--- config.mk ---
export PLATFORM = sky130hd
export DESIGN_NAME = ntt_twiddle_sequencer
export DESIGN_NICKNAME = d
export VERILOG_FILES = /design/src/rtl/ntt_twiddle_sequencer_pkg.sv /design/src/rtl/ntt_twiddle_sequencer_pipe_delay.sv /design/src/rtl/ntt_twiddle_sequencer.sv
export SDC_FILE = /design/constraint.sdc
export NUM_CORES = 1
export LEC_CHECK = 0
export CAP_MARGIN = 20
export CORE_MARGIN = 3
export CORE_UTILIZATION = 47
export DETAILED_ROUTE_END_ITERATION = 8
export GPL_ROUTABILITY_DRIVEN = 1
export PLACE_DENSITY = 0.75
export SLEW_MARGIN = 20
export SYNTH_ARGS = -nofsm -noshare
export SYNTH_HDL_FRONTEND = slang
export SYNTH_SLANG_ARGS = --single-unit
--- constraint.sdc ---
create_clock -name clk -period 9.4 [get_ports clk]
set_clock_uncertainty 0.15 [all_clocks]
set_input_delay 1.88 -clock clk [delete_from_list [all_inputs] [get_ports clk]]
set_output_delay 1.88 -clock clk [all_outputs]
set_load 0.02 [all_outputs]
--- src/rtl/ntt_twiddle_sequencer_pkg.sv ---
// Shared definitions for the NTT twiddle sequencer: FSM state encoding,
// default sizing and the forward/inverse twiddle table placement.
package ntt_twiddle_sequencer_pkg;

    typedef enum logic [1:0] {
        ST_IDLE  = 2'd0,
        ST_RUN   = 2'd1,
        ST_GAP   = 2'd2,
        ST_DRAIN = 2'd3
    } seq_state_e;

    localparam int DEFAULT_LOG_N      = 10;
    localparam int DEFAULT_ADDR_WIDTH = 12;
    localparam int DEFAULT_ROM_LAT    = 2;
    localparam int DEFAULT_STAGE_GAP  = 4;

    // Forward twiddles live at 0..N-1, inverse twiddles at N..2N-1.
    function automatic int unsigned table_base(input logic inv, input int unsigned log_n);
        return inv ? (32'd1 << log_n) : 32'd0;
    endfunction

endpackage

--- src/rtl/ntt_twiddle_sequencer_pipe_delay.sv ---
// Fixed-depth register delay line with asynchronous clear, used to align
// side-band data with a registered ROM read.
module pipe_delay #(
    parameter int WIDTH = 1,
    parameter int DEPTH = 2
) (
    input  logic             clk,
    input  logic             rst,
    input  logic [WIDTH-1:0] din,
    output logic [WIDTH-1:0] dout
);

    logic [WIDTH-1:0] stage_q [DEPTH];
    logic [WIDTH-1:0] stage_d [DEPTH];

    always_comb begin
        stage_d[0] = din;
        for (int i = 1; i < DEPTH; i++) begin
            stage_d[i] = stage_q[i-1];
        end
    end

    always_ff @(posedge clk or posedge rst) begin
        if (rst) begin
            for (int i = 0; i < DEPTH; i++) begin
                stage_q[i] <= '0;
            end
        end else begin
            stage_q <= stage_d;
        end
    end

    assign dout = stage_q[DEPTH-1];

endmodule

--- src/rtl/ntt_twiddle_sequencer.sv ---
// Issue sequencer for one radix-2 NTT/INTT pass: walks stage/group/butterfly
// counters, addresses the twiddle ROM and delays the index pair to match it.
module ntt_twiddle_sequencer
    import ntt_twiddle_sequencer_pkg::*;
#(
    parameter int LOG_N      = DEFAULT_LOG_N,
    parameter int ADDR_WIDTH = DEFAULT_ADDR_WIDTH,
    parameter int ROM_LAT    = DEFAULT_ROM_LAT,
    parameter int STAGE_GAP  = DEFAULT_STAGE_GAP
) (
    input  logic                  clk,
    input  logic                  rst,
    input  logic                  start,
    input  logic                  inverse,
    output logic [ADDR_WIDTH-1:0] rom_addr,
    output logic                  bf_valid,
    output logic [LOG_N-1:0]      bf_idx_a,
    output logic [LOG_N-1:0]      bf_idx_b,
    output logic                  busy,
    output logic                  done
);

    localparam int S_W     = $clog2(LOG_N + 1);
    localparam int CNT_MAX = (STAGE_GAP > ROM_LAT) ? STAGE_GAP : ROM_LAT;
    localparam int CNT_W   = $clog2(CNT_MAX + 1);
    localparam int PIPE_W  = 2 + 2 * LOG_N;
    localparam logic [LOG_N-1:0] HALF_N = LOG_N'(1 << (LOG_N - 1));

    seq_state_e            state_q, state_d;
    logic [S_W-1:0]        s_q, s_d;
    logic [LOG_N-1:0]      g_q, g_d;
    logic [LOG_N-1:0]      j_q, j_d;
    logic                  inv_q, inv_d;
    logic [CNT_W-1:0]      cnt_q, cnt_d;
    logic                  busy_q, busy_d;
    logic [ADDR_WIDTH-1:0] rom_addr_q, rom_addr_d;
    logic                  iss_valid_q, iss_valid_d;
    logic                  iss_last_q, iss_last_d;
    logic [LOG_N-1:0]      iss_a_q, iss_a_d;
    logic [LOG_N-1:0]      iss_b_q, iss_b_d;

    logic                  accept;
    logic                  issue;
    logic [S_W-1:0]        cur_s;
    logic [LOG_N-1:0]      cur_g;
    logic [LOG_N-1:0]      cur_j;
    logic                  cur_inv;
    logic [LOG_N-1:0]      len;
    logic [LOG_N-1:0]      m;
    logic [LOG_N-1:0]      idx_a;
    logic                  last_j;
    logic                  last_g;
    logic                  last_s;
    logic [PIPE_W-1:0]     pipe_out;

    // The accepting edge issues the first butterfly, so the counters are
    // bypassed to zero rather than waiting a cycle for them to clear.
    assign accept  = (state_q == ST_IDLE) && start && !busy_q;
    assign issue   = accept || (state_q == ST_RUN);
    assign cur_s   = accept ? '0 : s_q;
    assign cur_g   = accept ? '0 : g_q;
    assign cur_j   = accept ? '0 : j_q;
    assign cur_inv = accept ? inverse : inv_q;

    assign len    = HALF_N >> cur_s;
    assign m      = LOG_N'(1) << cur_s;
    assign idx_a  = (cur_g << (S_W'(LOG_N) - cur_s)) + cur_j;
    assign last_j = (cur_j == len - LOG_N'(1));
    assign last_g = (cur_g == m - LOG_N'(1));
    assign last_s = (cur_s == S_W'(LOG_N - 1));

    always_comb begin
        state_d     = state_q;
        s_d         = s_q;
        g_d         = g_q;
        j_d         = j_q;
        inv_d       = inv_q;
        cnt_d       = cnt_q;
        rom_addr_d  = rom_addr_q;
        iss_valid_d = 1'b0;
        iss_last_d  = 1'b0;
        iss_a_d     = iss_a_q;
        iss_b_d     = iss_b_q;
        busy_d      = accept ? 1'b1 : (done ? 1'b0 : busy_q);

        if (accept) begin
            inv_d = inverse;
        end

        case (state_q)
            ST_GAP: begin
                if (cnt_q == CNT_W'(STAGE_GAP - 1)) begin
                    state_d = ST_RUN;
                    cnt_d   = '0;
                end else begin
                    cnt_d = cnt_q + CNT_W'(1);
                end
            end
            ST_DRAIN: begin
                if (cnt_q == CNT_W'(ROM_LAT - 1)) begin
                    state_d = ST_IDLE;
                    cnt_d   = '0;
                end else begin
                    cnt_d = cnt_q + CNT_W'(1);
                end
            end
            default: ;
        endcase

        // Loop nest: j innermost, then group g, then stage s.
        if (issue) begin
            iss_valid_d = 1'b1;
            iss_a_d     = idx_a;
            iss_b_d     = idx_a + len;
            rom_addr_d  = ADDR_WIDTH'(table_base(cur_inv, LOG_N))
                        + ADDR_WIDTH'(m) + ADDR_WIDTH'(cur_g);
            state_d     = ST_RUN;
            s_d         = cur_s;
            g_d         = cur_g;
            j_d         = cur_j + LOG_N'(1);
            if (last_j) begin
                j_d = '0;
                g_d = cur_g + LOG_N'(1);
                if (last_g) begin
                    g_d = '0;
                    s_d = cur_s + S_W'(1);
                    if (last_s) begin
                        state_d    = ST_DRAIN;
                        iss_last_d = 1'b1;
                        cnt_d      = '0;
                    end else if (STAGE_GAP > 0) begin
                        state_d = ST_GAP;
                        cnt_d   = '0;
                    end
                end
            end
        end
    end

    always_ff @(posedge clk or posedge rst) begin
        if (rst) begin
            state_q     <= ST_IDLE;
            s_q         <= '0;
            g_q         <= '0;
            j_q         <= '0;
            inv_q       <= 1'b0;
            cnt_q       <= '0;
            busy_q      <= 1'b0;
            rom_addr_q  <= '0;
            iss_valid_q <= 1'b0;
            iss_last_q  <= 1'b0;
            iss_a_q     <= '0;
            iss_b_q     <= '0;
        end else begin
            state_q     <= state_d;
            s_q         <= s_d;
            g_q         <= g_d;
            j_q         <= j_d;
            inv_q       <= inv_d;
            cnt_q       <= cnt_d;
            busy_q      <= busy_d;
            rom_addr_q  <= rom_addr_d;
            iss_valid_q <= iss_valid_d;
            iss_last_q  <= iss_last_d;
            iss_a_q     <= iss_a_d;
            iss_b_q     <= iss_b_d;
        end
    end

    // The last-issue flag rides the delay line and becomes done directly.
    pipe_delay #(
        .WIDTH (PIPE_W),
        .DEPTH (ROM_LAT)
    ) u_align (
        .clk  (clk),
        .rst  (rst),
        .din  ({iss_last_q, iss_valid_q, iss_a_q, iss_b_q}),
        .dout (pipe_out)
    );

    assign {done, bf_valid, bf_idx_a, bf_idx_b} = pipe_out;
    assign busy     = busy_q;
    assign rom_addr = rom_addr_q;

endmodule

## Word-level counts from Yosys, hierarchy flattened

Index checks and enable logic that the tools add are counted.

- Register bits after elaboration: 109
- Input bits: 4
- Output and inout port bits: 35
- Logic and storage cells: 76

- Add/subtract/negate cells: 11
- Equal/unequal tests: 10
- Shifts and indexed selects: 3
- Muxes and demuxes: 30
- Reductions and logical operators: 8

Operators by type and width:

| operator | number |
|---|---|
| two-way mux 10 bit | 5 |
| adder 10 x 1 -> 10 bit (second input constant) | 2 |
| adder 10 bit | 2 |
| equality test 10 bit | 2 |
| subtractor 10 x 1 -> 10 bit (second input constant) | 2 |
| two-way mux 3 bit | 5 |
| adder 11 x 10 -> 12 bit | 1 |
| adder 12 x 10 -> 12 bit | 1 |
| two-way mux 4 bit | 3 |
| two-way mux 11 bit | 1 |
| two-way mux 2 bit | 5 |
| left shift 1 x 4 -> 10 bit (first input constant) | 1 |
| left shift 10 x 4 -> 10 bit | 1 |
| >> shifter 10 x 4 -> 10 bit (first input constant) | 1 |
| two-way mux 1 bit | 9 |
| != test 3 bit (second input constant) | 2 |
| case mux 3 bit (2 select lines) | 1 |
| adder 4 x 1 -> 4 bit (second input constant) | 1 |
| equality test 2 bit (second input constant) | 2 |
| equality test 4 bit (second input constant) | 1 |
| case mux 2 bit (2 select lines) | 1 |
| subtractor 4 bit (first input constant) | 1 |
| adder 3 x 1 -> 3 bit (second input constant) | 1 |
| equality test 3 x 1 -> 1 bit (second input constant) | 1 |
| other kinds (9) | 10 |

## Logic depth before layout (Yosys ltp)

Gate-level depths: netlist of the first run.

- Depth in word-level cells: 10
- Gate-level depth with buffers: 31
- Depth with buffers taken out: 22

## By module

A second synthesis of the first run with hierarchy kept.

- Cell total of the unflattened synthesis: 746
- Area, all modules: 6756.5 um^2

By module, submodules not included:

| module | times used | cells an instance | area each (um^2) | seq. area each (um^2) |
|---|---|---|---|---|
| ntt_twiddle_sequencer | 1 | 701 | 5651.7 | 1626.6 |
| pipe_delay | 1 | 45 | 1104.8 | 1101.1 |

## Worst setup path before layout of the first run

No wires, ideal clock.

- Kind: input to register
- Start point: input start
- End point: register iss_b_q[9]
- Library setup time: 0.136 ns
- Data arrival time: 7.235 ns
- Required time: 9.114 ns
- Slack: 1.880 ns
- Cell stages on the path: 29
- Buffers on the path: 8
- Cells stage by stage: or4b_1 buf_2 buf_2 buf_2 buf_2 clkbuf_1 clkbuf_1 clkbuf_1 nand2_1 inv_1 ha_1 xor2_1 clkbuf_1 nand3_1 nor2_1 ha_1 fa_1 a21o_1 a21oi_1 o21bai_1 a21oi_1 xnor2_1 ha_1 or4_1 a31o_2 a21oi_1 xnor2_1 xnor2_1 o21ai_0

- Cells in the longest elaborated chain, start to end: 7
- Elaborated cells on any way between the ends: 11
- Classes of those cells: 3 x add/sub; 2 x shift; 3 x mux; 3 x reduce/logical

Ends and longest elaborated chain:

| what | RTL line | RTL |
|---|---|---|
| from (decl) | ntt_twiddle_sequencer.sv:13 | `input logic start,` |
| logical AND 1 bit (*) (2 in a row) | ntt_twiddle_sequencer.sv:58 | `assign accept = (state_q == ST_IDLE) && start && !busy_q;` |
| two-way mux 4 bit | ntt_twiddle_sequencer.sv:60 | `assign cur_s = accept ? '0 : s_q;` |
| subtractor 4 bit | ntt_twiddle_sequencer.sv:67 | `assign idx_a = (cur_g << (S_W'(LOG_N) - cur_s)) + cur_j;` |
| left shift 10 x 4 -> 10 bit | ntt_twiddle_sequencer.sv:67 |  |
| adder 10 bit (*) | ntt_twiddle_sequencer.sv:67 |  |
| net idx_a[6] | ntt_twiddle_sequencer.sv:50 | `logic [LOG_N-1:0] idx_a;` |
| adder 10 bit (*) | ntt_twiddle_sequencer.sv:114 | `iss_b_d = idx_a + len;` |
| to (signal assigned) | ntt_twiddle_sequencer.sv:166 | `iss_b_q <= iss_b_d;` |
| to (decl) | ntt_twiddle_sequencer.sv:40 | `logic [LOG_N-1:0] iss_b_q, iss_b_d;` |

Mark *: on every way through the listed nets, which the timed path passes. The rest lies on a longest branch.
A chain may end at the register's enable or synchronous reset.

## Worst setup path after layout of the first run

Same ends and word-level chain as after synthesis.

==> key figures, run 1 <==
Placed design
  • Dpl ws: between 2000 and 2500 ps
  • Gpl congestion: approximately 0.93
  • Port Buffers: 38
  • HPWL after DPL: ~11000 um

Critical path
  • Worst EP arrival: 7110 ps
  • Startpoint types: primary input
  • Critical path required time: 9480 ps
  • R2r worst-path depth: 21
  • Reg2Reg Capture Point: iss_b_q[9]
  • Worst R2R Start: state_q[1]
  • Worst Setup End Kind: flip-flop
  • Setup slack, reg-to-reg: 3750 ps
  • WS Path Type: primary input to flip-flop
  • CP max FO: 58

Layout
  • Ant diodes: 0
  • Register area: 2730 um2
  • Area of the multi-input gates: 3910 um2
  • Final net count: roughly 830
  • Layout cell share with drive strength beyond 1: under 10%
  • Area grow syn2layout: 11.0%
  • Final core occ: between 50% and 60%
  • Fill cells: 1313

Global route
  • Global route total overflow: 0
  • Initial antenna violation count: 0
  • Vias in the first global route: 5140
  • Gr usage total: 19.9%
  • First-pass GRT wire length: 26100 um
  • Pin count of the biggest net entering global routing: 73

Route
  • Antenna-violating nets left: 0
  • DR pass1 iterations: 5
  • WL per Instance: 16.4 um
  • Vias: between 5000 and 6000
  • 1st-iter DRT viols: around 550
  • DR vias/cell: 5.84
  • DRC violations left: 0
  • WL final: 15900 um

Logic synthesis
  • Flops & latches, synth: 109
  • Synth area leaders: dfrtp_1, ha_1, nand2_1
  • Async set or reset register ratio after synthesis: 100%
  • Synth warn: 0
  • Main flop type after synthesis: dfrtp_1
  • Synth Area in Simple Gates: 18.4%
  • Adder-cell share of the synthesized area: 8.77%
  • Synth Area in XOR/XNOR: 5.66%
  • Mux cell area share after synthesis: 4.13%
  • Yosys top cell area share: roughly two fifths
  • Synthesized area: 6970 um2
  • Post-synth EDFFs: 0
  • Mapped Cells: 777
  • Netlist cell types: 71
  • Largest family of logic cells by synthesized area: compound AO/OA/AOI/OAI gates
  • Post-synth net total: 828
  • Yosys top cell by area: dfrtp_1
  • Synth Area in Compound Gates: 19.0%
  • Synth top cells by count: dfrtp_1, nand2_1, nor2_1
  • Seq/Total Area, Yosys: 39.2%
  • Most frequent cell after synthesis: dfrtp_1
  • Avg Cell Area, Syn: 8.96 um2

Die
  • Initial Util: between 40% and 50%
  • Core area: 14200 um2
  • FP Rows: 43
  • Die Wd: ~130 um
  • Die ar.: ~16000 um2
  • IO Count: 39
  • DIE HEIGHT: roughly 130 um

Status
  • Outcome: finished clean

STA
  • Final period utilization: 74.8%
  • Tmin final: ~7000 ps
  • Fmax: 142 MHz
  • Worst Tran Pin Value: between 800 and 900 ps
  • RSZ-0062 raised after global routing: false
  • Endpoints failing setup: 0
  • Slew headroom: 43.3%
  • Max Transition Viols Final: 0
  • Post-route setup slack: between 2000 and 2500 ps
  • Final hold viol count: 0
  • Setup TNS after final layout: 0 ps

Clock tree
  • CTS sink cnt: around 110
  • Number of post-CTS setup repair buffers: 0
  • Cts hold-fix bufs: 0
  • Clock Pin Slew Worst Setup and Hold Paths: 80 ps
  • CTS Root Buffer Type: clkbuf_16
  • H-Tree Depth: 3
  • CTS tree: built
  • Longest Clk Path Bufs: 2
  • Num CTS Buffers: 9
  • PostCTS Resize Cnt: 0
  • Worst-Skew Late Latency: 370 ps

Min path
  • Hold depth: 0
  • Hold Path End: u_align.dout[5]
  • Worst min path class: flip-flop to flip-flop
  • HP Start: u_align.stage_d[5]

Pwr
  • P_leak: 3.52 nW
  • Cell Pwr Density: 173 nW/um2
  • Peak VDD IR: 0.0921 mV

Flow run
  • Max-cap violations: 0
## cell families (layout without fill, tap and decap cells)
group	count (synthesis)	count (layout)
AO/OA/AOI/OAI	199	199
XOR/XNOR	45	45
adder cells (fa/ha/maj)	47	47
buffers and inverters	87	96
flip-flops	109	109
multiplexers	26	26
AND/OR/NAND/NOR	264	264
## through the flow
stage	hold WS, ps	cell area [um2]	cells	total power, mW
floorplan	181	6970	777	0.849
global placement	181	7420	950	0.955
detailed placement	185	7420	950	0.964
CTS	201	7730	966	1.35
global route	201	7730	966	1.41
finish	197	7730	966	1.34
## report_power, final
group	internal (mW)	switching, mW	total (mW)
clock	0.191	0.196	0.387
combinational	0.154	0.178	0.332
sequential	0.566	0.0570	0.623
## cell usage in the layout (no fill, tap or decap), types with 7 or more instances in the layout
master	instances
nand2_1	98
o22ai_1	7
inv_1	35
nor2_1	64
dfrtp_1	109
o21ai_0	63
a21o_1	14
a21oi_1	36
and3_1	7
nor2b_1	9
nand3b_1	7
nand3_1	15
nor3_1	10
clkdlybuf4s50_1	38
mux2i_1	13
xnor2_1	32
ha_1	44
clkbuf_16	9
xor2_1	13
a31oi_1	8
o211ai_1	7
and2_1	17
mux2_2	12
## cell type report
type,count,share of cell area [%]
clock buffer,9,2.91
sequential,109,35.3
inverter,37,1.83
tap,180,2.91
multi-input combinational,581,50.5
timing repair buffer,43,5.41
clock inverter,7,1.12
## critical path, cell delays in order
cell             delay, ps
clkdlybuf4s50_1        490
or4b_1                 490
buf_4                  330
nand2_1                290
xor2_1                 130
buf_4                  200
nand3_1                150
nor2_1                  70
ha_1                   200
fa_1                   410
a21o_1                 180
a21oi_1                220
o21bai_1                90
a21oi_1                250
xnor2_1                130
ha_1                   230
or4_1                  530
a31o_2                 250
a21oi_1                160
xnor2_1                160
xnor2_1                150
o21ai_0                 90
## worst max path at each step
stage / from / endpoint / slack (ps) / depth (start not counted)
2_1_floorplan: start / iss_b_q[9] / 1880 / 29
3_3_place_gp: start / iss_b_q[9] / 2220 / 22
3_5_place_dp: start / iss_b_q[9] / 2040 / 22
4_1_cts: start / iss_b_q[9] / 2420 / 22
5_1_grt: start / iss_b_q[9] / 2070 / 22
6_report: start / iss_b_q[9] / 2370 / 22
## state kept, by name, summed over array words and instances (netlist names)
| signal | flops |
|---|---|
| iss_b_q | 10 |
| busy | 1 |
| g_q | 10 |
| iss_a_q | 10 |
| iss_last_q | 1 |
| inv_q | 1 |
| u_align.dout | 22 |
| s_q | 4 |
| iss_valid_q | 1 |
| u_align.stage_d | 22 |
| cnt_q | 3 |
| state_q | 2 |
| j_q | 10 |
| rom_addr | 12 |
## per-layer routing
metal	routed length, um	GRT usage (%)	vias to the layer above
li1	-	-	2736
met1	7260	28.8	2636
met2	7100	29.7	237
met3	1030	3.50	37
met4	485	8.05	0
met5	0	0	-
Power figures use the tool's default switching activity.
==> run 2: changes to the inputs <==
--- a/config.mk
+++ b/config.mk
@@ -10,7 +10,7 @@
 export CORE_UTILIZATION = 47
 export DETAILED_ROUTE_END_ITERATION = 8
 export GPL_ROUTABILITY_DRIVEN = 1
-export PLACE_DENSITY = 0.75
+export PLACE_DENSITY = 0.78
 export SLEW_MARGIN = 20
 export SYNTH_ARGS = -nofsm -noshare
 export SYNTH_HDL_FRONTEND = slang
==> constraint.sdc (replaced) <==
create_clock -name clk -period 6.3 [get_ports clk]
set_clock_uncertainty 0.15 [all_clocks]
set_input_delay 1.26 -clock clk [delete_from_list [all_inputs] [get_ports clk]]
set_output_delay 1.26 -clock clk [all_outputs]
set_load 0.02 [all_outputs]
==> key figures, run 2 (same netlist as run 1, synthesis figures left out) <==
Pwr
  • Cell Int Power: 1.40 mW (was 0.911 mW)
  • P_sw: 0.647 mW (was 0.431 mW)
  • Logic pwr share: 24.5% (was 24.7%)
  • P_leak: 3.60 nW (was 3.52 nW)
  • Switching Share: 31.7% (was 32.1%)
  • Cell Pwr Density: 258 nW/um2 (was 173 nW/um2)
  • Peak VDD IR: 0.146 mV (was 0.0921 mV)
  • Clock power share: 29.8% (was 28.8%)
  • Total power: 2.04 mW (was 1.34 mW)
  • Seq pwr share: 45.7% (was 46.4%)

Clock tree
  • CTS sink cnt: 109 (unchanged)
  • Worst-Skew Late Latency: 360 ps (was 370 ps)
  • Cts hold-fix bufs: 0 (unchanged)
  • Clock Pin Slew Worst Setup and Hold Paths: 80 ps (about the same)
  • Longest Clk Path Bufs: 2 (unchanged)
  • CTS Root Buffer Type: clkbuf_16 (unchanged)
  • Num CTS Buffers: 9 (unchanged)
  • Number of post-CTS setup repair buffers: 0 (unchanged)
  • CTS tree: built (unchanged)
  • H-Tree Depth: 3 (unchanged)
  • PostCTS Resize Cnt: 0 (unchanged)

Critical path
  • WS Path Type: primary input to flip-flop (unchanged)
  • Most used cell, CP: xnor2_1
  • Buf/Inv on CP: 2 (was 3)
  • Worst EP arrival: 5980 ps (was 7110 ps)
  • Startpoint types: primary input (unchanged)
  • Critical path required time: 6360 ps (was 9480 ps)
  • Max incr delay on CP: 520 ps (was 530 ps)
  • Slowest-stage cell, CP: or4b_4 (was or4_1)
  • Worst Setup End Kind: flip-flop (unchanged)
  • CP delay by family, top: simple AND/OR/NAND/NOR gates (unchanged)
  • CP max FO: 4 (was 58)
  • CP Cell Sequence: clkdlybuf4s50_1 > or4b_4 > nand2_1 > inv_1 > ha_2 > xor2_2 > nand3_4 > nor2_1 > ha_2 > fa_2 > a21o_1 > a21oi_2 > o21bai_1 > a21oi_1 > xnor2_1 > ha_1 > or4_4 > a31o_4 > a21oi_2 > xnor2_1 > xnor2_1 > o21ai_0 (was clkdlybuf4s50_1 > or4b_1 > buf_4 > nand2_1 > xor2_1 > buf_4 > nand3_1 > nor2_1 > ha_1 > fa_1 > a21o_1 > a21oi_1 > o21bai_1 > a21oi_1 > xnor2_1 > ha_1 > or4_1 > a31o_2 > a21oi_1 > xnor2_1 > xnor2_1 > o21ai_0)
  • Setup slack, reg-to-reg: 1150 ps (was 3750 ps)

STA
  • Max Transition Viols Final: 0 (unchanged)
  • Final period utilization: 93.9%
  • Slew headroom: 39.5% (was 43.3%)
  • Final hold viol count: 0 (unchanged)
  • Post-route setup slack: 383 ps (was 2370 ps)
  • Tmin final: slightly below 6000 ps
  • Endpoints failing setup: 0 (unchanged)
  • RSZ-0062 raised after global routing: false (unchanged)
  • Fmax: 169 MHz
  • Setup TNS after final layout: 0 ps (unchanged)
  • Worst Tran Pin Value: 904 ps (was 851 ps)

Route
  • Vias: 5722 (was 5646)
  • WL final: 16600 um (was 15900 um)
  • 1st-iter DRT viols: 582 (was 552)
  • Antenna-violating nets left: 0 (unchanged)
  • DRC violations left: 0 (unchanged)
  • WL per Instance: 16.9 um (was 16.4 um)
  • DR pass1 iterations: 6 (was 5)
  • DR vias/cell: 5.84 (about the same)

Layout
  • Finished Layout Cells: 980 (was 966)
  • Commonest non-fill, non-tap cell in the layout: dfrtp_1 (unchanged)
  • Area grow syn2layout: 13.5% (was 11.0%)
  • Layout cell share with drive strength beyond 1: 9.75% (was 6.74%)
  • Ant diodes: 0 (unchanged)
  • Final net count: 846 (was 832)
  • Most frequent cells in the layout: dfrtp_1, nand2_1, nor2_1 (unchanged)

Global route
  • First-pass GRT wire length: 27200 um (was 26100 um)
  • Gr usage total: 20.9% (was 19.9%)
  • Global route total overflow: 0 (unchanged)
  • Vias in the first global route: 5254 (was 5140)
  • Initial antenna violation count: 0 (unchanged)
  • Pin count of the biggest net entering global routing: 77 (was 73)

Die
  • IO Count: 39 (unchanged)
  • Initial Util: 49.0% (unchanged)
  • DIE HEIGHT: 128 um (unchanged)
  • Die Wd: 128 um (unchanged)
  • Die ar.: 16300 um2 (unchanged)
  • FP Rows: 43 (unchanged)
  • Core area: 14200 um2 (unchanged)

Placed design
  • HPWL after DPL: 12200 um (was 11500 um)
  • Placed insts: 964 (was 950)
  • Dpl ws: 38.8 ps (was 2040 ps)
  • Gpl congestion: 0.954 (was 0.932)
  • Port Buffers: 38 (unchanged)

Flow run
  • Max-cap violations: 0 (unchanged)

Status
  • Outcome: finished clean (unchanged)

Min path
  • Worst min path class: flip-flop to flip-flop (unchanged)
-- run 2: final cells by class --
type                    instances  area, um2
inverters                      37        141
clock inverters                 7       97.6
repair buffers                 57        523
flip-flops and latches        109       2730
multi-input cells             581       3970
fillers                      1262       6300
clock buffers                   9        225
well taps                     180        225
-- run 2: metal layers --
metal / up-vias / GRT usage (%) / part of all wire (%)
met4: 0 / 5.12 / 1.5
met2: 182 / 33.4 / 47
met3: 19 / 3.79 / 5.9
met5: - / 0 / 0
li1: 2764 / - / -
met1: 2757 / 29.7 / 46
-- run 2: worst paths after layout --
check | startpoint | end | depth (start not counted)
max in group asynchronous | rst | j_q[1] | 3
min in group asynchronous | rst | rom_addr[3] | 2
max reg2reg | state_q[1] | iss_b_q[9] | 21
min | u_align.stage_d[15] | u_align.dout[15] | 0
max | start | iss_b_q[9] | 22
min reg2reg | u_align.stage_d[15] | u_align.dout[15] | 0
-- run 2: stage by stage --
stage                     hold WS, ps  instance area, um2  utilization (%)
after floorplan                   181                7110                -
after global placement            182                7580             53.4
after detailed placement          185                7580             53.4
after CTS                         203                7910             55.7
after global routing              207                7910             55.7
final                             202                7910             55.7
-- run 2: power by group through the flow --
stage               clock network, mW  registers, mW  logic (mW)
floorplan                           0          0.961       0.309
finish                          0.610          0.933       0.500
CTS                             0.624          0.937       0.501
global route                    0.655          0.949       0.547
global placement                    0          0.942       0.488
detailed placement                  0          0.951       0.498
==> run 3: changes to the inputs <==
--- a/config.mk
+++ b/config.mk
@@ -6,10 +6,10 @@
 export NUM_CORES = 1
 export LEC_CHECK = 0
 export CAP_MARGIN = 20
-export CORE_MARGIN = 3
 export CORE_UTILIZATION = 47
 export DETAILED_ROUTE_END_ITERATION = 8
 export GPL_ROUTABILITY_DRIVEN = 1
+export HOLD_SLACK_MARGIN = 0.02
 export PLACE_DENSITY = 0.78
 export SLEW_MARGIN = 20
 export SYNTH_ARGS = -nofsm -noshare
==> key figures, run 3 (same netlist as run 1, synthesis figures left out) <==
Critical path
  • CP max FO: 4 (unchanged)
  • Max incr delay on CP: 520 ps (about the same)
  • Worst EP arrival: 5920 ps (was 5980 ps)
  • Critical path required time: 6380 ps (was 6360 ps)
  • Startpoint types: primary input (unchanged)
  • Setup slack, reg-to-reg: 1200 ps (was 1150 ps)
  • WS Path Type: primary input to flip-flop (unchanged)
  • R2r worst-path depth: 21 (unchanged)
  • CP Cell Sequence: clkdlybuf4s50_1 > or4b_4 > nand2_1 > inv_1 > ha_2 > xor2_2 > nand3_4 > nor2_1 > ha_2 > fa_2 > a21o_1 > a21oi_2 > xnor2_1 > ha_1 > o21a_1 > o31a_1 > or4_4 > a31o_4 > a21oi_2 > xnor2_1 > xnor2_1 > o21ai_0 (was clkdlybuf4s50_1 > or4b_4 > nand2_1 > inv_1 > ha_2 > xor2_2 > nand3_4 > nor2_1 > ha_2 > fa_2 > a21o_1 > a21oi_2 > o21bai_1 > a21oi_1 > xnor2_1 > ha_1 > or4_4 > a31o_4 > a21oi_2 > xnor2_1 > xnor2_1 > o21ai_0)
  • Critical Path Source: start (unchanged)
  • Reg2Reg Capture Point: iss_b_q[9] (unchanged)
  • Crit path capture: iss_b_q[9] (unchanged)
  • Slowest-stage cell, CP: or4b_4 (unchanged)
  • Worst R2R Start: state_q[1] (unchanged)
  • Worst Setup End Kind: flip-flop (unchanged)
  • Most used cell, CP: xnor2_1 (unchanged)

Clock tree
  • Cts hold-fix bufs: 0 (unchanged)
  • H-Tree Depth: 3 (unchanged)
  • Number of post-CTS setup repair buffers: 0 (unchanged)
  • Num CTS Buffers: 9 (unchanged)
  • Longest Clk Path Bufs: 2 (unchanged)
  • CTS tree: built (unchanged)
  • Clock Pin Slew Worst Setup and Hold Paths: 70 ps (was 80 ps)
  • CTS Root Buffer Type: clkbuf_16 (unchanged)
  • PostCTS Resize Cnt: 0 (unchanged)
  • Worst-Skew Late Latency: 360 ps (about the same)
  • CTS sink cnt: 109 (unchanged)

Die
  • Die Wd: 124 um (was 128 um)
  • Initial Util: 48.1% (was 49.0%)
  • Die ar.: 15300 um2 (was 16300 um2)
  • IO Count: 39 (unchanged)
  • Core area: 14500 um2 (was 14200 um2)
  • DIE HEIGHT: 124 um (was 128 um)
  • FP Rows: 44 (was 43)

Status
  • Outcome: finished clean (unchanged)

Route
  • WL per Instance: 16.6 um (was 16.9 um)
  • WL final: 16300 um (was 16600 um)
  • Vias: 5752 (was 5722)
  • DR pass1 iterations: 5 (was 6)
  • Antenna-violating nets left: 0 (unchanged)
  • 1st-iter DRT viols: 549 (was 582)
  • DRC violations left: 0 (unchanged)
  • DR vias/cell: 5.83 (was 5.84)

Global route
  • Initial antenna violation count: 0 (unchanged)
  • Vias in the first global route: 5256 (was 5254)
  • Global route total overflow: 0 (unchanged)
  • Gr usage total: 22.9% (was 20.9%)
  • First-pass GRT wire length: 26900 um (was 27200 um)
  • Pin count of the biggest net entering global routing: 71 (was 77)

Layout
  • Ant diodes: 0 (unchanged)
  • Layout cell share with drive strength beyond 1: 9.98% (was 9.75%)
  • Area grow syn2layout: 13.6% (was 13.5%)
  • Finished Layout Cells: 986 (was 980)
  • Commonest non-fill, non-tap cell in the layout: dfrtp_1 (unchanged)
  • Most frequent cells in the layout: dfrtp_1, nand2_1, nor2_1 (unchanged)
  • Final net count: 848 (was 846)

STA
  • Endpoints failing setup: 0 (unchanged)
  • Max Transition Viols Final: 0 (unchanged)
  • Final period utilization: 92.8% (was 93.9%)
  • Slew headroom: 39.8% (was 39.5%)
  • Final hold viol count: 0 (unchanged)
  • RSZ-0062 raised after global routing: false (unchanged)
  • Worst Tran Pin Value: 900 ps (was 904 ps)
  • Tmin final: 5850 ps (was 5920 ps)
  • Post-route setup slack: 452 ps (was 383 ps)
  • Fmax: 171 MHz (was 169 MHz)

Pwr
  • Peak VDD IR: 0.142 mV (was 0.146 mV)
  • Cell Pwr Density: 253 nW/um2 (was 258 nW/um2)
  • P_leak: 3.60 nW (about the same)

Placed design
  • Gpl congestion: 0.955 (was 0.954)
  • Placed insts: 970 (was 964)
  • Dpl ws: 91.9 ps (was 38.8 ps)
  • HPWL after DPL: 12200 um (about the same)
  • Port Buffers: 38 (unchanged)

Min path
  • Worst min path class: flip-flop to flip-flop (unchanged)

Flow run
  • Max-cap violations: 0 (unchanged)
## run 3: changes by cell type in the layout (fill, tap and decap cells not counted), sizes merged
cell,change
inv,+1
buf,+2
bufinv,-1
## run 3: how the worst min path moves through the flow
stage	startpoint	to	slack, ps	cells past startpoint
CTS	u_align.stage_d[14]	u_align.dout[14]	200	0
detailed placement	u_align.stage_d[14]	u_align.dout[14]	180	0
finish	u_align.stage_d[20]	u_align.dout[20]	200	0
global route	u_align.stage_d[8]	u_align.dout[8]	200	0
global placement	u_align.stage_d[4]	u_align.dout[4]	180	0
floorplan	u_align.stage_d[0]	u_align.dout[0]	180	0
## run 3: per-stage QoR
step | instance area, um2 | hold slack [ps] | total power, mW | util (%) | setup TNS (ps)
2_1_floorplan | 7110 | 181 | 1.27 | - | -70.7
3_3_place_gp | 7620 | 181 | 1.43 | 52.6 | 0
3_5_place_dp | 7620 | 185 | 1.45 | 52.6 | 0
4_1_cts | 7920 | 201 | 2.02 | 54.7 | 0
5_1_grt | 7920 | 205 | 2.12 | 54.7 | 0
6_report | 7920 | 197 | 2.00 | 54.7 | 0
## run 3: report_power, final
group	internal, mW	switching, mW	total (mW)
clock	0.282	0.278	0.560
sequential	0.844	0.0930	0.937
combinational	0.231	0.272	0.503
total	1.36	0.643	2.00
## run 3: worst max-delay path: cells and delay by family
family	cells	cell delay, ps
and+or+nand+nor	5	1270
buffers and inverters	2	600
adders and majority gates	4	1110
AOI/OAI and AO/OA	7	1000
xor gates and xnor gates	4	660
## run 3: metal layers
metal,part of all wire [%],track usage [%],wire length (um),vias up
li1,-,-,-,2765
met1,45,30.9,7370,2776
met2,47,36.9,7670,184
met3,5.6,4.03,918,27
met4,2.3,7.98,372,0
met5,0,0,0,-
## run 3: layout make-up
cell class                 count  area [um2]
inverter                      37         141
clock buffer                   9         225
timing repair buffer          59         551
sequential                   109        2730
clock inverter                 7        73.8
fill                        1273        6560
tap                          184         230
multi-input combinational    581        3970
